<file path="src/rtl/bcd_seq_convert.sv">
// Sequential binary-to-BCD converter (shift-and-add-3).
// One shift per clock through a shared per-digit add-3 datapath.
module bcd_seq_convert #(
  parameter int W      = 8,
  parameter int DIGITS = 3,
  parameter int CW     = $clog2(W + 1)
) (
  input  logic                clk,
  input  logic                rst_n,
  input  logic                start,
  input  logic [W-1:0]        bin,
  output logic                busy,
  output logic                done,
  output logic [4*DIGITS-1:0] bcd,
  output logic                ovf
);

  localparam int BW = 4 * DIGITS;

  typedef enum logic [1:0] {
    IDLE,
    CONV,
    DONE
  } state_t;

  state_t          state_q;
  logic [W-1:0]    sh_q;
  logic [BW-1:0]   acc_q;
  logic [BW-1:0]   bcd_q;
  logic [CW-1:0]   cnt_q;
  logic            sticky_q;
  logic            busy_q;
  logic            done_q;
  logic            ovf_q;

  logic [BW-1:0]   adj;
  logic [BW-1:0]   acc_d;
  logic            sticky_d;

  // Correct every digit before the shift; carry out of a digit is dropped.
  always_comb begin
    adj = acc_q;
    for (int i = 0; i < DIGITS; i++) begin
      if (acc_q[4*i +: 4] >= 4'd5)
        adj[4*i +: 4] = acc_q[4*i +: 4] + 4'd3;
    end
    acc_d    = {adj[BW-2:0], sh_q[W-1]};
    sticky_d = sticky_q | adj[BW-1];
  end

  always_ff @(posedge clk) begin
    if (!rst_n) begin
      state_q  <= IDLE;
      sh_q     <= '0;
      acc_q    <= '0;
      bcd_q    <= '0;
      cnt_q    <= '0;
      sticky_q <= 1'b0;
      busy_q   <= 1'b0;
      done_q   <= 1'b0;
      ovf_q    <= 1'b0;
    end else begin
      done_q <= 1'b0;
      unique case (state_q)
        IDLE: begin
          if (start) begin
            sh_q     <= bin;
            acc_q    <= '0;
            cnt_q    <= CW'(W);
            sticky_q <= 1'b0;
            busy_q   <= 1'b1;
            state_q  <= CONV;
          end
        end
        CONV: begin
          sh_q     <= {sh_q[W-2:0], 1'b0};
          acc_q    <= acc_d;
          sticky_q <= sticky_d;
          cnt_q    <= cnt_q - CW'(1);
          if (cnt_q == CW'(1)) begin
            busy_q  <= 1'b0;
            done_q  <= 1'b1;
            state_q <= DONE;
            if (sticky_d) begin
              bcd_q <= {DIGITS{4'h9}};
              ovf_q <= 1'b1;
            end else begin
              bcd_q <= acc_d;
              ovf_q <= 1'b0;
            end
          end
        end
        DONE: begin
          state_q <= IDLE;
        end
        default: begin
          state_q <= IDLE;
        end
      endcase
    end
  end

  assign busy = busy_q;
  assign done = done_q;
  assign bcd  = bcd_q;
  assign ovf  = ovf_q;

endmodule

</file>
<file path="config.mk">
export PLATFORM = sky130hd
export DESIGN_NAME = bcd_seq_convert
export DESIGN_NICKNAME = d
export VERILOG_FILES = /design/src/rtl/bcd_seq_convert.sv
export SDC_FILE = /design/constraint.sdc
export NUM_CORES = 1
export LEC_CHECK = 0
export BUFFER_PORTS_ARGS = -buffer_cell sky130_fd_sc_hd__buf_4
export CAP_MARGIN = 25
export CORE_MARGIN = 5
export CORE_UTILIZATION = 45
export CTS_CLUSTER_DIAMETER = 200
export DETAILED_ROUTE_END_ITERATION = 10
export GPL_ROUTABILITY_DRIVEN = 0
export GPL_TIMING_DRIVEN = 1
export MAX_ROUTING_LAYER = met4
export PLACE_DENSITY = 0.76
export SYNTH_ARGS = -nofsm -noshare
export SYNTH_HDL_FRONTEND = slang
export SYNTH_SLANG_ARGS = --single-unit
</file>
<file path="constraint.sdc">
create_clock -name clk -period 4.9 [get_ports clk]
set_input_delay 0.98 -clock clk [delete_from_list [all_inputs] [get_ports clk]]
set_output_delay 0.98 -clock clk [all_outputs]
set_load 0.01 [all_outputs]
</file>
==> impl_metrics.yaml, run 1 <==
power_and_ir_drop:
  p_leak_nw: 0.882
  powerDensity_nw_per_um2: 294
  power_uw: 682
  peakVddDrop_mv: 0.147
floorplanning:
  die_y_um: 77.2
  design.core.area_um2: 4350
  die_x_um: 77.2
  initial_core_util_pct: 46.6
  rows: 24
  io_pins: 26
  die_area_um2: 5950
setup_path:
  required_ns: 5.14
  worst_setup_path_end_kind: "flip-flop"
  cp.arrival_ns: 2.51
  path_class: "reg -> reg"
  startpoint_type: "flip-flop"
  worst-path-max-fanout: 19
cts:
  cts.sinks: 42
  post_cts_buffers: 0
  numCtsBuffers: 5
  cts-root-buf: "clkbuf_8"
  htreeDepth: 2
  holdBufCountCts: 0
  clock_latency_ns: 0.30
  tritoncts: "done"
  post_cts_resized: 0
  path_clk_slew_ns: 0.07
  clockBufferDepth: 2
timing:
  drv_slew: 0
  fin_skew_ns: 0.00781
  hold_viol: 0
  hold-worst-slack_ns: 0.469
  tightest_slew_ns: 0.876
  setup_tns_ns: 0
  slew_headroom_pct: 41.6
  rsz0062_at_grt: "no"
  fmax_mhz: 441
  period_minus_slack_ns: 2.27
  setup_viol: 0
  fin_crit_sh_pct: 46.3
run_status:
  status: "complete, no violations"
global_routing:
  grt_max_degree: 23
  overflow: 0
  grtUsageTotal_pct: 15.4
  antenna_found_initial: 0
  grt_pass1_vias: 1602
  grt_pass1_wl_um: 7420
final_layout:
  drive_gt1_share_pct: 15.5
  diodes: 0
  area_delta_synth_final_pct: 14.3
  mostFrequentLayoutCells: "dfxtp_1 (42), a21oi_1 (31), o21ai_0 (27)"
  layout_commonest_cell: "dfxtp_1"
  layout.cells.non_filler: 310
  fillers: 405
  final_area_um2: 2320
  fin_nets: 276
route:
  route.detailed.drc: 0
  drtIter0Drc: 159
  ant_nets: 0
  avgViaCountPerCell: 5.71
  vias: 1771
  wl_per_cell_um: 14.0
  drtPass1Iterations: 4
  postRouteWirelength_um: 4340
yosys:
  mappedNetlistNets: 255
  synthArstFlopShare_pct: 0
  synth-main-ff-cell: "dfxtp_1"
  syn_avg_cell_area_um2: 8.60
  synth_xor_area_share_pct: 2.16
  yosysSeqAreaShare_pct: 41.4
  yosys_warnings: 0
  syn_area_um2: 2030
  yosysUniqueCellTypes: 39
  synth_top_family_by_area: "compound AO/OA/AOI/OAI gates"
  synthCells: 236
  synth_compound_area_share_pct: 24.5
  yosys.area_share.simple_pct: 20.2
  yosys.area_share.adder_pct: 4.93
  synth_edf_count: 0
  yosys_register_bits: 42
  muxShareOfSynthArea_pct: 1.54
place:
  dpl.hpwl_um: 2960
  post-place-cells: 302
  place_area_um2: 2230
  io_buffers: 25
hold_path:
  hp-class: "reg -> reg"
flow_run:
  maxCapViolCount: 0
Yosys cell counts (all sizes together), types with 2 or more instances:
cell | count | area [um^2]
a22oi | 2 | 15.0
mux2i | 2 | 20.0
nor3b | 5 | 48.8
inv | 10 | 37.5
nor2 | 18 | 86.3
nand3 | 10 | 50.1
nand2b | 3 | 18.8
o21ai | 28 | 140
a31oi | 5 | 31.3
xor2 | 2 | 17.5
a32o | 6 | 60.1
nor3 | 6 | 30.0
clkbuf | 5 | 18.8
or3 | 6 | 37.5
buf | 7 | 42.5
nand2 | 15 | 56.3
dfxtp | 42 | 841
a211oi | 3 | 22.5
nor2b | 2 | 12.5
xnor2 | 3 | 26.3
a21oi | 31 | 155
o22ai | 2 | 12.5
o221ai | 4 | 35.0
ha | 8 | 100
clkinv | 2 | 7.51
worst paths after layout:
kind,from,end,slack [ns],cells past startpoint
setup / recovery,state_q[0],bcd[10],2.63,4
hold / removal,bcd[9],bcd[9],0.47,1
setup reg to reg,state_q[0],bcd[10],2.63,4
hold reg to reg,bcd[9],bcd[9],0.47,1
state kept, by name, summed over array words and instances (netlist names):
| signal | cells |
|---|---|
| acc_q | 12 |
| bcd | 12 |
| sh_q | 8 |
| cnt_q | 4 |
| state_q | 2 |
| busy | 1 |
| done | 1 |
| ovf | 1 |
| sticky_q | 1 |
stage by stage:
stage	worst slack, ns	utilization (%)
3_5_place_dp	2.55	51.2
3_3_place_gp	2.46	51.0
4_1_cts	2.65	53.3
5_1_grt	2.47	53.3
6_report	2.63	53.3
2_1_floorplan	3.12	-
critical path: stages (launching register included):
cell and delay, ns:
dfxtp_1 0.55, nand2b_1 0.55, nor2_8 0.35, nor4b_4 0.51, a32o_1 0.25
layer usage:
metal | track usage [%] | part of all wire (%) | wire length, um | up-vias
met4 | 5.15 | 1.6 | 70 | 0
met2 | 24.3 | 48 | 2080 | 47
met3 | 4.92 | 5.2 | 225 | 5
met1 | 18.6 | 45 | 1960 | 824
met5 | - | 0 | 0 | -
li1 | - | - | - | 895
layout make-up:
class,instances,area (um^2),area share [%]
flip-flops and latches,42,841,36.2
multi-input cells,170,1080,46.7
well taps,52,65.1,2.80
clock inverters,1,5.00,0.216
inverters,12,45.0,1.94
repair buffers,26,195,8.41
clock buffers,7,86.3,3.72
cells by family (layout without fill, tap and decap cells):
group	after synthesis	after routing
buffers and inverters	24	46
AND/OR/NAND/NOR	70	70
flip-flops	42	42
adder cells (fa/ha/maj)	8	8
multiplexers	3	3
AO/OA/AOI/OAI	84	84
XOR/XNOR	5	5
where the power goes:
part           internal, mW  total, mW  switching, mW
combinational        0.0337     0.0826         0.0489
clock                 0.114      0.230          0.116
sequential            0.356      0.369         0.0129
No activity file was read; power rests on OpenSTA's default activity.
==> inputs of run 2 (changes only) <==
PLACE_DENSITY = 0.78   (was 0.76)
clock period = 2 ns   (was 4.9 ns; I/O delays follow)
==> impl_metrics.yaml, run 2 (synthesis gave the netlist of run 1 again) <==
power_and_ir_drop:
  seq_power_share_pct: 55.3
  power_mw: 1.63
  powerDensity_nw_per_um2: 694
  clkPwrFrac_pct: 31.4
  p_int_mw: 1.21
  swShare_pct: 26.0
  peakVddDrop_mv: 0.264
  p_comb_share_pct: 13.3
  switchingPower_uw: 425
  p_leak_nw: 0.902
final_layout:
  drive_gt1_share_pct: 16.7
  fillers: 382
  layout.cells.non_filler: 315
  final_area_um2: 2350
  layout_commonest_cell: "dfxtp_1"
  diodes: 0
  area_delta_synth_final_pct: 15.8
  mostFrequentLayoutCells: "dfxtp_1 (42), buf_4 (32), a21oi_1 (31)"
  fin_nets: 282
timing:
  fin_crit_sh_pct: 91.9
  period_minus_slack_ns: 1.84
  drv_slew: 0
  setup_tns_ns: 0
  rsz0062_at_grt: "no"
  tightest_slew_ns: 0.530
  fin_skew_ns: 0.00291
  fmax_mhz: 544
  setup_viol: 0
  hold_viol: 0
  slew_headroom_pct: 64.7
cts:
  tritoncts: "done"
  numCtsBuffers: 5
  htreeDepth: 2
  clockBufferDepth: 2
  cts.sinks: 42
  post_cts_resized: 0
  post_cts_buffers: 0
  holdBufCountCts: 0
  cts-root-buf: "clkbuf_8"
  path_clk_slew_ns: 0.08
  clock_latency_ns: 0.29
setup_path:
  worst_setup_path_end_kind: "flip-flop"
  cp.arrival_ns: 2.02
  startpoint_type: "flip-flop"
  path_class: "reg -> reg"
  required_ns: 2.18
  worst-path-max-fanout: 6
place:
  dpl.hpwl_um: 3130
  post-place-cells: 308
  io_buffers: 25
  place_area_um2: 2270
run_status:
  status: "complete, no violations"
route:
  avgViaCountPerCell: 5.65
  ant_nets: 0
  top_layer: "met4"
  wl_met3_um: 224
  met2_wirelength_um: 2130
  drt-met1-wl_um: 2060
  vias: 1781
  drtPass1Iterations: 6
  route.detailed.drc: 0
  postRouteWirelength_um: 4450
  drtIter0Drc: 169
  wl_per_cell_um: 14.1
floorplanning:
  rows: 24
  die_area_um2: 5950
  die_y_um: 77.2
  initial_core_util_pct: 46.6
  die_x_um: 77.2
  design.core.area_um2: 4350
  io_pins: 26
global_routing:
  grt_pass1_vias: 1691
  overflow: 0
  grt_pass1_wl_um: 7630
  grtUsageTotal_pct: 15.6
  antenna_found_initial: 0
  grt_max_degree: 22
flow_run:
  maxCapViolCount: 0
hold_path:
  hp-class: "in -> reg"
==> run 2: cell count changes in the layout (fill, tap and decap cells not counted) <==
cell,delta
buf_4,+6
clkbuf_1,+1
clkbuf_8,-1
clkinv_2,-1
==> run 2: metal layers <==
metal / GRT usage (%) / vias to the layer above
li1: - / 901
met2: 24.3 / 47
met3: 4.45 / 4
met1: 19.5 / 829
met5: - / -
met4: 4.47 / 0
==> run 2: stage by stage <==
step / hold slack, ns / setup slack (ns) / util (%)
2_1_floorplan: 0.450 / 0.271 / -
3_5_place_dp: 0.456 / 0.178 / 52.2
6_report: 0.418 / 0.162 / 54.0
3_3_place_gp: 0.452 / 0.236 / 52.2
4_1_cts: 0.412 / 0.166 / 54.0
5_1_grt: 0.435 / 0.0193 / 54.0
==> run 2: worst max-delay path: stages, from the launching register on <==
cell and delay [ns]:
dfxtp_1 0.37, inv_1 0.09, ha_1 0.23, or2b_1 0.28, nor3b_4 0.18, nor4b_4 0.31, buf_4 0.20, a21oi_1 0.06
==> run 2: worst paths after layout <==
| check | startpoint | depth (start not counted) | end | slack, ns |
|---|---|---|---|---|
| worst max-delay path | acc_q[8] | 7 | bcd[7] | 0.16 |
| worst min-delay path | bin[3] | 3 | sh_q[3] | 0.42 |
| worst max register to register | acc_q[8] | 7 | bcd[7] | 0.16 |
| worst min register to register | bcd[6] | 1 | bcd[6] | 0.47 |
==> run 2: power groups by stage <==
stage / Clock [mW] / Sequential [mW] / Combinational (mW)
after floorplan: 0 / 0.916 / 0.147
after global placement: 0 / 0.921 / 0.212
after detailed placement: 0 / 0.922 / 0.217
after CTS: 0.514 / 0.903 / 0.217
after global routing: 0.550 / 0.909 / 0.242
final: 0.512 / 0.903 / 0.217
==> run 2: cell type report <==
class	instances	area [um^2]	area share (%)
sequential	42	841	35.8
inverter	12	45.0	1.92
clock buffer	7	76.3	3.25
multi-input combinational	170	1080	46.1
tap	52	65.1	2.77
timing repair buffer	32	240	10.2
==> inputs of run 3 (changes only) <==
BUFFER_PORTS_ARGS = not set   (was -buffer_cell sky130_fd_sc_hd__buf_4)
DONT_BUFFER_PORTS = 1   (was not set)
PLACE_DENSITY = 0.73   (was 0.78)
==> impl_metrics.yaml, run 3 (synthesis gave the netlist of run 1 again) <==
run_status:
  status: "complete, no violations"
route:
  postRouteWirelength_um: 4240
  drtPass1Iterations: 4
  drtIter0Drc: 140
  wl_per_cell_um: 14.6
  avgViaCountPerCell: 5.80
  route.detailed.drc: 0
  ant_nets: 0
  vias: 1687
timing:
  fin_skew_ns: 0.00300
  hold_viol: 0
  tightest_slew_ns: 0.513
  period_minus_slack_ns: 1.81
  fin_crit_sh_pct: 90.4
  drv_slew: 0
  slew_headroom_pct: 65.8
  setup_tns_ns: 0
  setup_viol: 0
  hold-worst-slack_ns: 0.240
  rsz0062_at_grt: "no"
  fmax_mhz: 553
floorplanning:
  rows: 24
  die_x_um: 77.2
  die_y_um: 77.2
  die_area_um2: 5950
  io_pins: 26
  design.core.area_um2: 4350
  initial_core_util_pct: 46.6
setup_path:
  worst-path-max-fanout: 7
  r2r-start: "acc_q[1]"
  path_class: "reg -> reg"
  cp.arrival_ns: 2.00
  reg2reg_slack_ns: 0.19
  worstReg2RegEnd: "bcd[2]"
  worst_setup_path_end_kind: "flip-flop"
  startpoint_type: "flip-flop"
  r2r_cells: 6
  required_ns: 2.19
power_and_ir_drop:
  peakVddDrop_mv: 0.287
  powerDensity_nw_per_um2: 734
  p_leak_nw: 0.783
place:
  dpl.hpwl_um: 2980
  io_buffers: 0
final_layout:
  finish.utilization_pct: 49.9
  area_delta_synth_final_pct: 7.03
  fin_nets: 258
  diodes: 0
  layout_commonest_cell: "dfxtp_1"
  mostFrequentLayoutCells: "dfxtp_1 (42), a21oi_1 (31), o21ai_0 (27)"
  drive_gt1_share_pct: 9.21
hold_path:
  holdPathStages: 2
  hold_start: "rst_n"
  hp-class: "in -> reg"
  min_to: "ovf"
cts:
  numCtsBuffers: 5
  holdBufCountCts: 0
  htreeDepth: 2
  clock_latency_ns: 0.29
  path_clk_slew_ns: 0.07
  cts-root-buf: "clkbuf_8"
  post_cts_buffers: 0
  clockBufferDepth: 2
  cts.sinks: 42
  post_cts_resized: 0
  tritoncts: "done"
global_routing:
  grt_pass1_wl_um: 7250
  grt_pass1_vias: 1559
  antenna_found_initial: 0
  grt_max_degree: 22
  grtUsageTotal_pct: 15.1
  overflow: 0
flow_run:
  maxCapViolCount: 0
[run 3: worst max path at each step]
stage          startpoint  endpoint
6_report         acc_q[1]    bcd[2]
3_5_place_dp     acc_q[8]    bcd[4]
5_1_grt          acc_q[1]    bcd[2]
2_1_floorplan    acc_q[8]   bcd[10]
4_1_cts          acc_q[8]    bcd[4]
3_3_place_gp     acc_q[8]    bcd[0]
[run 3: metrics by stage]
| step | area, um^2 | std cells | total power [mW] | setup slack [ns] |
|---|---|---|---|---|
| 3_3_place_gp | 2090 | 284 | 1.10 | 0.210 |
| 2_1_floorplan | 2030 | 236 | 1.06 | 0.271 |
| 6_report | 2170 | 291 | 1.59 | 0.191 |
| 4_1_cts | 2170 | 291 | 1.61 | 0.147 |
| 5_1_grt | 2170 | 291 | 1.67 | 0.00235 |
| 3_5_place_dp | 2090 | 284 | 1.11 | 0.157 |
[run 3: layer usage]
layer | track usage [%] | vias to the layer above | part of all wire, %
li1 | - | 854 | -
met1 | 19.6 | 777 | 46
met2 | 21.7 | 50 | 46
met3 | 5.15 | 6 | 6.5
met4 | 5.15 | 0 | 1.8
met5 | - | - | 0
[run 3: area by class of cell]
class	count	area (um^2)
tap	52	65.1
fill	410	2180
multi-input combinational	170	1080
inverter	12	45.0
timing repair buffer	8	60.1
clock buffer	5	68.8
sequential	42	841
clock inverter	2	10.0
[run 3: worst max-delay path, stage by stage (launching register included)]
cell      delay, ns
dfxtp_1        0.38
inv_1          0.09
ha_1           0.18
nand2b_1       0.14
a21oi_1        0.44
mux2i_1        0.20
a32o_1         0.27
[run 3: report_power, final]
| part | internal, mW | switching [mW] | leakage, nW |
|---|---|---|---|
| logic | 0.0728 | 0.106 | 0.398 |
| clock network | 0.234 | 0.275 | 0.0438 |
| registers | 0.873 | 0.0334 | 0.342 |
| total | 1.18 | 0.415 | 0.783 |
